==> src/rtl/video_pkg.sv <==
// Shared types and helpers for the parametrised raster timing engine.
package video_pkg;

    typedef enum logic [1:0] {REG_SYNC, REG_BACK, REG_ACT, REG_FRONT} region_t;

    typedef enum logic {ST_IDLE, ST_RUN} run_state_t;

    typedef struct packed {
        logic hs;
        logic vs;
        logic act;
        logic fs;
        logic run;
    } timing_t;

    // MSB-aligned widening: output bits cycle through the channel from its MSB down.
    function automatic logic [31:0] expand_ch(input logic [31:0] c,
                                              input int unsigned ch_w,
                                              input int unsigned out_w);
        logic [31:0] res;
        int unsigned src;
        res = '0;
        for (int unsigned i = 0; i < 32; i++) begin
            if (i < out_w) begin
                src = ch_w - 1 - (i % ch_w);
                res = {res[30:0], c[src[4:0]]};
            end
        end
        return res;
    endfunction

endpackage

==> src/rtl/video_axis_counter.sv <==
// One raster axis: counts SYNC, BACK, ACT, FRONT regions in order and wraps at the total.
module video_axis_counter
    import video_pkg::*;
#(
    parameter int unsigned SYNC  = 96,
    parameter int unsigned BACK  = 48,
    parameter int unsigned ACT   = 640,
    parameter int unsigned FRONT = 16,
    parameter int unsigned CW    = $clog2(SYNC + BACK + ACT + FRONT)
) (
    input  logic          CLOCK_25,
    input  logic          RESET_N,
    input  logic          step,
    input  logic          clear,
    output logic [CW-1:0] count,
    output region_t       region,
    output logic          last
);

    localparam int unsigned TOTAL = SYNC + BACK + ACT + FRONT;

    assign last = (count == CW'(TOTAL - 1));

    always_ff @(posedge CLOCK_25 or negedge RESET_N) begin
        if (!RESET_N) begin
            count <= '0;
        end else if (clear) begin
            count <= '0;
        end else if (step) begin
            count <= last ? '0 : count + 1'b1;
        end
    end

    always_comb begin
        region = REG_FRONT;
        if (32'(count) < SYNC) begin
            region = REG_SYNC;
        end else if (32'(count) < SYNC + BACK) begin
            region = REG_BACK;
        end else if (32'(count) < SYNC + BACK + ACT) begin
            region = REG_ACT;
        end
    end

endmodule

==> src/rtl/video_timing_engine.sv <==
// Raster timing engine: frame-boundary run control, replicated framebuffer addressing,
// sync/blank alignment to RAM read latency and colour widening to the DAC.
module video_timing_engine
    import video_pkg::*;
#(
    parameter int unsigned H_SYNC      = 96,
    parameter int unsigned H_BACK      = 48,
    parameter int unsigned H_ACT       = 640,
    parameter int unsigned H_FRONT     = 16,
    parameter int unsigned V_SYNC      = 2,
    parameter int unsigned V_BACK      = 33,
    parameter int unsigned V_ACT       = 480,
    parameter int unsigned V_FRONT     = 10,
    parameter logic        SYNC_POL    = 1'b0,
    parameter int unsigned SCALE_SHIFT = 2,
    parameter int unsigned READ_LAT    = 2,
    parameter int unsigned CH_W        = 4,
    parameter int unsigned OUT_W       = 10,
    parameter int unsigned ADDR_W      = 15
) (
    input  logic              CLOCK_25,
    input  logic              RESET_N,
    input  logic              EN,
    output logic [ADDR_W-1:0] PIX_ADDR,
    input  logic [3*CH_W-1:0] PIX_DATA,
    output logic              HSYNC,
    output logic              VSYNC,
    output logic              BLANK,
    output logic [OUT_W-1:0]  R,
    output logic [OUT_W-1:0]  G,
    output logic [OUT_W-1:0]  B,
    output logic              FRAME_START,
    output logic              RUNNING
);

    localparam int unsigned H_TOTAL = H_SYNC + H_BACK + H_ACT + H_FRONT;
    localparam int unsigned V_TOTAL = V_SYNC + V_BACK + V_ACT + V_FRONT;
    localparam int unsigned HW      = $clog2(H_TOTAL);
    localparam int unsigned VW      = $clog2(V_TOTAL);
    localparam int unsigned H_ACT0  = H_SYNC + H_BACK;
    localparam int unsigned V_ACT0  = V_SYNC + V_BACK;
    localparam int unsigned Y_MASK  = (32'd1 << SCALE_SHIFT) - 32'd1;
    localparam logic [ADDR_W-1:0] ROW_STEP = ADDR_W'(H_ACT >> SCALE_SHIFT);
    localparam timing_t TIM_IDLE = '{hs: ~SYNC_POL, vs: ~SYNC_POL, act: 1'b0, fs: 1'b0, run: 1'b0};

    run_state_t          state, state_nxt;
    logic [HW-1:0]       h_cnt;
    logic [VW-1:0]       v_cnt;
    region_t             h_reg, v_reg;
    logic                h_last, v_last;
    logic                run, frame_last, active, line_end, row_adv;
    logic [HW-1:0]       x;
    logic [VW-1:0]       y;
    logic [ADDR_W-1:0]   row_base;
    timing_t             tim_raw;
    timing_t [READ_LAT:0] tim_pipe;
    timing_t             tim_out;

    assign run        = (state == ST_RUN);
    assign frame_last = h_last && v_last;

    video_axis_counter #(
        .SYNC (H_SYNC),
        .BACK (H_BACK),
        .ACT  (H_ACT),
        .FRONT(H_FRONT),
        .CW   (HW)
    ) u_h_cnt (
        .CLOCK_25(CLOCK_25),
        .RESET_N (RESET_N),
        .step    (run),
        .clear   (!run),
        .count   (h_cnt),
        .region  (h_reg),
        .last    (h_last)
    );

    video_axis_counter #(
        .SYNC (V_SYNC),
        .BACK (V_BACK),
        .ACT  (V_ACT),
        .FRONT(V_FRONT),
        .CW   (VW)
    ) u_v_cnt (
        .CLOCK_25(CLOCK_25),
        .RESET_N (RESET_N),
        .step    (run && h_last),
        .clear   (!run),
        .count   (v_cnt),
        .region  (v_reg),
        .last    (v_last)
    );

    always_ff @(posedge CLOCK_25 or negedge RESET_N) begin
        if (!RESET_N) begin
            state <= ST_IDLE;
        end else begin
            state <= state_nxt;
        end
    end

    // Stopping is only honoured on the last clock of a frame, so a frame always completes.
    always_comb begin
        state_nxt = state;
        case (state)
            ST_IDLE: if (EN) state_nxt = ST_RUN;
            ST_RUN:  if (frame_last && !EN) state_nxt = ST_IDLE;
            default: state_nxt = ST_IDLE;
        endcase
    end

    assign active   = run && (h_reg == REG_ACT) && (v_reg == REG_ACT);
    assign x        = h_cnt - HW'(H_ACT0);
    assign y        = v_cnt - VW'(V_ACT0);
    assign line_end = (h_cnt == HW'(H_ACT0 + H_ACT - 1));
    assign row_adv  = active && line_end && ((32'(y) & Y_MASK) == Y_MASK);

    // row_base advances once per replicated line group, replacing y*width.
    always_ff @(posedge CLOCK_25 or negedge RESET_N) begin
        if (!RESET_N) begin
            row_base <= '0;
        end else if (!run || frame_last) begin
            row_base <= '0;
        end else if (row_adv) begin
            row_base <= row_base + ROW_STEP;
        end
    end

    always_ff @(posedge CLOCK_25 or negedge RESET_N) begin
        if (!RESET_N) begin
            PIX_ADDR <= '0;
        end else if (!run) begin
            PIX_ADDR <= '0;
        end else if (active) begin
            PIX_ADDR <= row_base + ADDR_W'(x >> SCALE_SHIFT);
        end
    end

    always_comb begin
        tim_raw = TIM_IDLE;
        if (run) begin
            tim_raw.hs  = (h_reg == REG_SYNC) ? SYNC_POL : ~SYNC_POL;
            tim_raw.vs  = (v_reg == REG_SYNC) ? SYNC_POL : ~SYNC_POL;
            tim_raw.act = active;
            tim_raw.fs  = (h_cnt == '0) && (v_cnt == '0);
            tim_raw.run = 1'b1;
        end
    end

    always_ff @(posedge CLOCK_25 or negedge RESET_N) begin
        if (!RESET_N) begin
            tim_pipe <= {(READ_LAT + 1){TIM_IDLE}};
        end else begin
            tim_pipe <= {tim_pipe[READ_LAT-1:0], tim_raw};
        end
    end

    assign tim_out = tim_pipe[READ_LAT];

    always_ff @(posedge CLOCK_25 or negedge RESET_N) begin
        if (!RESET_N) begin
            HSYNC       <= ~SYNC_POL;
            VSYNC       <= ~SYNC_POL;
            BLANK       <= 1'b0;
            FRAME_START <= 1'b0;
            RUNNING     <= 1'b0;
            R           <= '0;
            G           <= '0;
            B           <= '0;
        end else begin
            HSYNC       <= tim_out.hs;
            VSYNC       <= tim_out.vs;
            BLANK       <= tim_out.act;
            FRAME_START <= tim_out.fs;
            RUNNING     <= tim_out.run;
            if (tim_out.act) begin
                R <= OUT_W'(expand_ch(32'(PIX_DATA[CH_W-1:0]), CH_W, OUT_W));
                G <= OUT_W'(expand_ch(32'(PIX_DATA[2*CH_W-1:CH_W]), CH_W, OUT_W));
                B <= OUT_W'(expand_ch(32'(PIX_DATA[3*CH_W-1:2*CH_W]), CH_W, OUT_W));
            end else begin
                R <= '0;
                G <= '0;
                B <= '0;
            end
        end
    end

endmodule

==> config.mk <==
export PLATFORM = sky130hd
export DESIGN_NAME = video_timing_engine
export DESIGN_NICKNAME = d
export VERILOG_FILES = /design/src/rtl/video_pkg.sv /design/src/rtl/video_axis_counter.sv /design/src/rtl/video_timing_engine.sv
export SDC_FILE = /design/constraint.sdc
export NUM_CORES = 1
export LEC_CHECK = 0
export ABC_AREA = 1
export BUFFER_PORTS_ARGS = -buffer_cell sky130_fd_sc_hd__clkbuf_2
export CORE_MARGIN = 2
export CORE_UTILIZATION = 35
export DETAILED_ROUTE_END_ITERATION = 7
export GPL_ROUTABILITY_DRIVEN = 0
export PLACE_DENSITY = 0.63
export RECOVER_POWER = 50
export SKIP_CTS_REPAIR_TIMING = 1
export SLEW_MARGIN = 5
export SYNTH_ARGS = -nofsm -noshare
export SYNTH_HDL_FRONTEND = slang
export SYNTH_HIERARCHICAL = 1
export SYNTH_SLANG_ARGS = --single-unit
==> constraint.sdc <==
create_clock -name CLOCK_25 -period 2 [get_ports CLOCK_25]
set_input_delay 0.6 -clock CLOCK_25 [delete_from_list [all_inputs] [get_ports CLOCK_25]]
set_output_delay 0.6 -clock CLOCK_25 [all_outputs]
set_load 0.01 [all_outputs]
==> metrics.md <==
| Metric | Value |
|---|---|
| Tot GR Track Use | `15.19%` |
| Post-synthesis net count | `532` |
| Worst Clk Skew | `0.008358 ns` |
| Post-DRT Antenna Nets | `0` |
| Max FO, Critical Path | `4` |
| Area Growth Syn to Fin | `27.64%` |
| Routed wire length per instance | `12.76 um` |
| Ys async rst share | `100.0%` |
| Synthesis Warnings | `6` |
| Pre-CTS WS | `-0.1122 ns` |
| Yosys reg bits | `78` |
| Ant diodes | `0` |
| Tmin final | `2.037 ns` |
| # setup viols final | `2` |
| WHS Path Cells | `0` |
| First-pass GRT wire length | `15750 um` |
| Placement Rows | `39` |
| Fin. Hold Viols | `0` |
| Inserted Clock Buffers | `9` |
| Dpl hpwl | `6906 um` |
| Clock Latency Late Sink | `0.34 ns` |
| Syn Inst Count | `506` |
| CP Capture Type | `register` |
| Unrepaired setup endpoints after global routing | `true` |
| Iter 0 DRT Violations | `250` |
| Status | `finished, violations left` |
| WHS | `0.3488 ns` |
| Synth cell types | `39` |
| CTS tree | `built` |
| Largest net degree at the start of global routing | `32` |
| Sequential cell area fraction in the yosys report | `47.26%` |
| Pre-Repair DR Iteration Count | `8` |
| Die H | `112.9 um` |
| Final wirelength | `9662 um` |
| Rel. slew slack | `6.571%` |
| Maximum vdd drop | `534.2 uV` |
| Mean Syn Cell Area | `8.205 um2` |
| Die Area | `12750 um2` |
| EDFF count, synth | `0` |
| IO Port Bufs | `64` |
| Crit path DAT | `2.27 ns` |
| Clock Tree Root | `clkbuf_16` |
| Overall Power | `0.004767 W` |
| Worst Hold Class | `reg -> reg` |
| Total core area | `11520 um2` |
| Reg2reg end | `PIX_ADDR[12]` |
| Initial antenna violation count | `0` |
| Worst-margin pin slew | `1.401 ns` |
| R2r worst-path depth | `14` |
| Final layout net count | `635` |
| Clk pin slew, worst setup/hold paths | `0.06 ns` |
| P_leak | `2.829 nW` |
| CTS Buffer Depth | `2` |
| Worst EP required | `2.23 ns` |
| Grt ovf | `0` |
| Cell Area, Synth | `4151 um2` |
| Final setup margin | `-0.03704 ns` |
| Fin cells | `757` |
| Failing checks | `design-rule violations, negative setup slack` |
| Core Util, Final | `46.01%` |
| Top FF cell, synth | `dfrtp_1` |
| Final Max Slew Viols | `0` |
| Clock Sinks | `78` |
| Max-cap viol count | `0` |
| Number of global-route vias before repair | `3442` |
| H-tree depth | `3` |
| FF-to-FF Start | `u_h_cnt/count[5]` |
| Vias | `3638` |
| Drt via density | `4.806` |
| Drt drc | `19` |
| Critical path launch point type | `register` |
| Num ports | `65` |
| CP Class | `reg -> reg` |
| Inst Count DP | `732` |
| Share of layout cells above drive strength 1 | `34.20%` |
| Initial Utilization | `36.05%` |
| Power Density | `899.6 nW/um2` |
| Max Freq | `0.4909 GHz` |
| Final Cycle Share | `101.9%` |
| R2R setup slack | `-0.04 ns` |
| Hold EP | `FRAME_START` |
| Die Wd | `112.9 um` |
| Min-delay src | `tim_out[1]` |
| Fillcell total | `1065` |
## routing by layer
metal  global-route usage, %  wire length (um)  up-vias
met2                   25.26              4665      144
met5                       0                 0        -
met1                   19.38              4265     1683
li1                        -                 -     1797
met4                   6.098               136        0
met3                   3.267               594       14
## cell type report
type,instances,area [um2],area share (%)
well taps,143,178.9,3.377
repair inverters,1,6.256,0.1181
clock buffers,10,229.0,4.321
multi-input cells,332,1846,34.83
flip-flops and latches,78,1966,37.10
repair buffers,114,699.4,13.20
inverters,73,287.8,5.431
clock inverters,6,86.33,1.629
## placed cells by master, fill, tap and decap left out, types with 14 or more instances in the layout
cell and n:
nand2_1 118, dfrtp_1 67, clkbuf_2 64, inv_1 58, buf_4 44, nor2_1 43
nand3_1 33, nand2_2 16, nand4_1 16, o21ai_0 14
## critical path, cell delays in order, from the launching register on
cell,delay (ns)
dfrtp_1,0.39
inv_2,0.07
buf_6,0.10
nand3_4,0.08
a21oi_2,0.15
xor2_1,0.18
ha_1,0.30
nand2_2,0.12
inv_2,0.05
a21oi_2,0.16
nand2_2,0.10
nand2_1,0.07
nand2_1,0.05
nand3_1,0.06
nand2_1,0.05
## synth_stat cells, types with 6 or more instances
library cell  count  area, um2
nor2_4            6      67.56
a21oi_1          12      60.06
xor2_1           10      87.58
nor2_2            7      43.79
ha_1             11      137.6
dfstp_2           8      210.2
nand2_1         130      488.0
nor2_1           46      172.7
buf_4            18      135.1
inv_1            64      240.2
dfrtp_1          70       1752
nand3_1          38      190.2
nor3_1            6      30.03
o21ai_0          18      90.09
nand4_1          16      100.1
## kinds of logic after synthesis
family,Yosys count,share of synthesized area [%]
and+or+nand+nor,263,29.39
xor gates and xnor gates,12,2.532
buffers and inverters,96,11.12
AOI/OAI and AO/OA,45,6.299
DFF,78,47.26
other,1,0.09033
adders and majority gates,11,3.315
## report_power, final
| group | switching [W] | total (W) | internal (W) |
|---|---|---|---|
| logic | 0.000708 | 0.00123 | 0.000524 |
| clock network | 0.000639 | 0.00173 | 0.00109 |
| registers | 0.0000845 | 0.00181 | 0.00172 |
## sequential cells by signal (all words and copies together), names as in the netlist
signal and cells:
PIX_ADDR 15, row_base 10, tim_pipe 10, u_h_cnt/count 10, u_v_cnt/count 10, tim_out 5
B 4, G 4, R 4, BLANK 1, FRAME_START 1, HSYNC 1
RUNNING 1, VSYNC 1, run 1
## stage by stage
stage                TNS, ns  area [um2]
finish              -0.05255        5299
global placement    -0.01315        4800
floorplan                  0        4151
detailed placement   -0.4509        4800
global route          -7.968        5299
CTS                  -0.5280        5115
## how the worst max path moves through the flow
stage                     start            to  slack, ns  cells after the start
6_report       u_h_cnt/count[5]  PIX_ADDR[12]      -0.04                     14
5_1_grt        u_h_cnt/count[4]  PIX_ADDR[12]      -0.22                     14
4_1_cts        u_h_cnt/count[5]  PIX_ADDR[11]      -0.11                     14
3_5_place_dp   u_h_cnt/count[4]  PIX_ADDR[11]      -0.11                     14
3_3_place_gp   u_h_cnt/count[4]  PIX_ADDR[11]      -0.01                     14
2_1_floorplan  u_h_cnt/count[5]  PIX_ADDR[11]      0.007                     14
No activity file was read; power rests on OpenSTA's default activity.
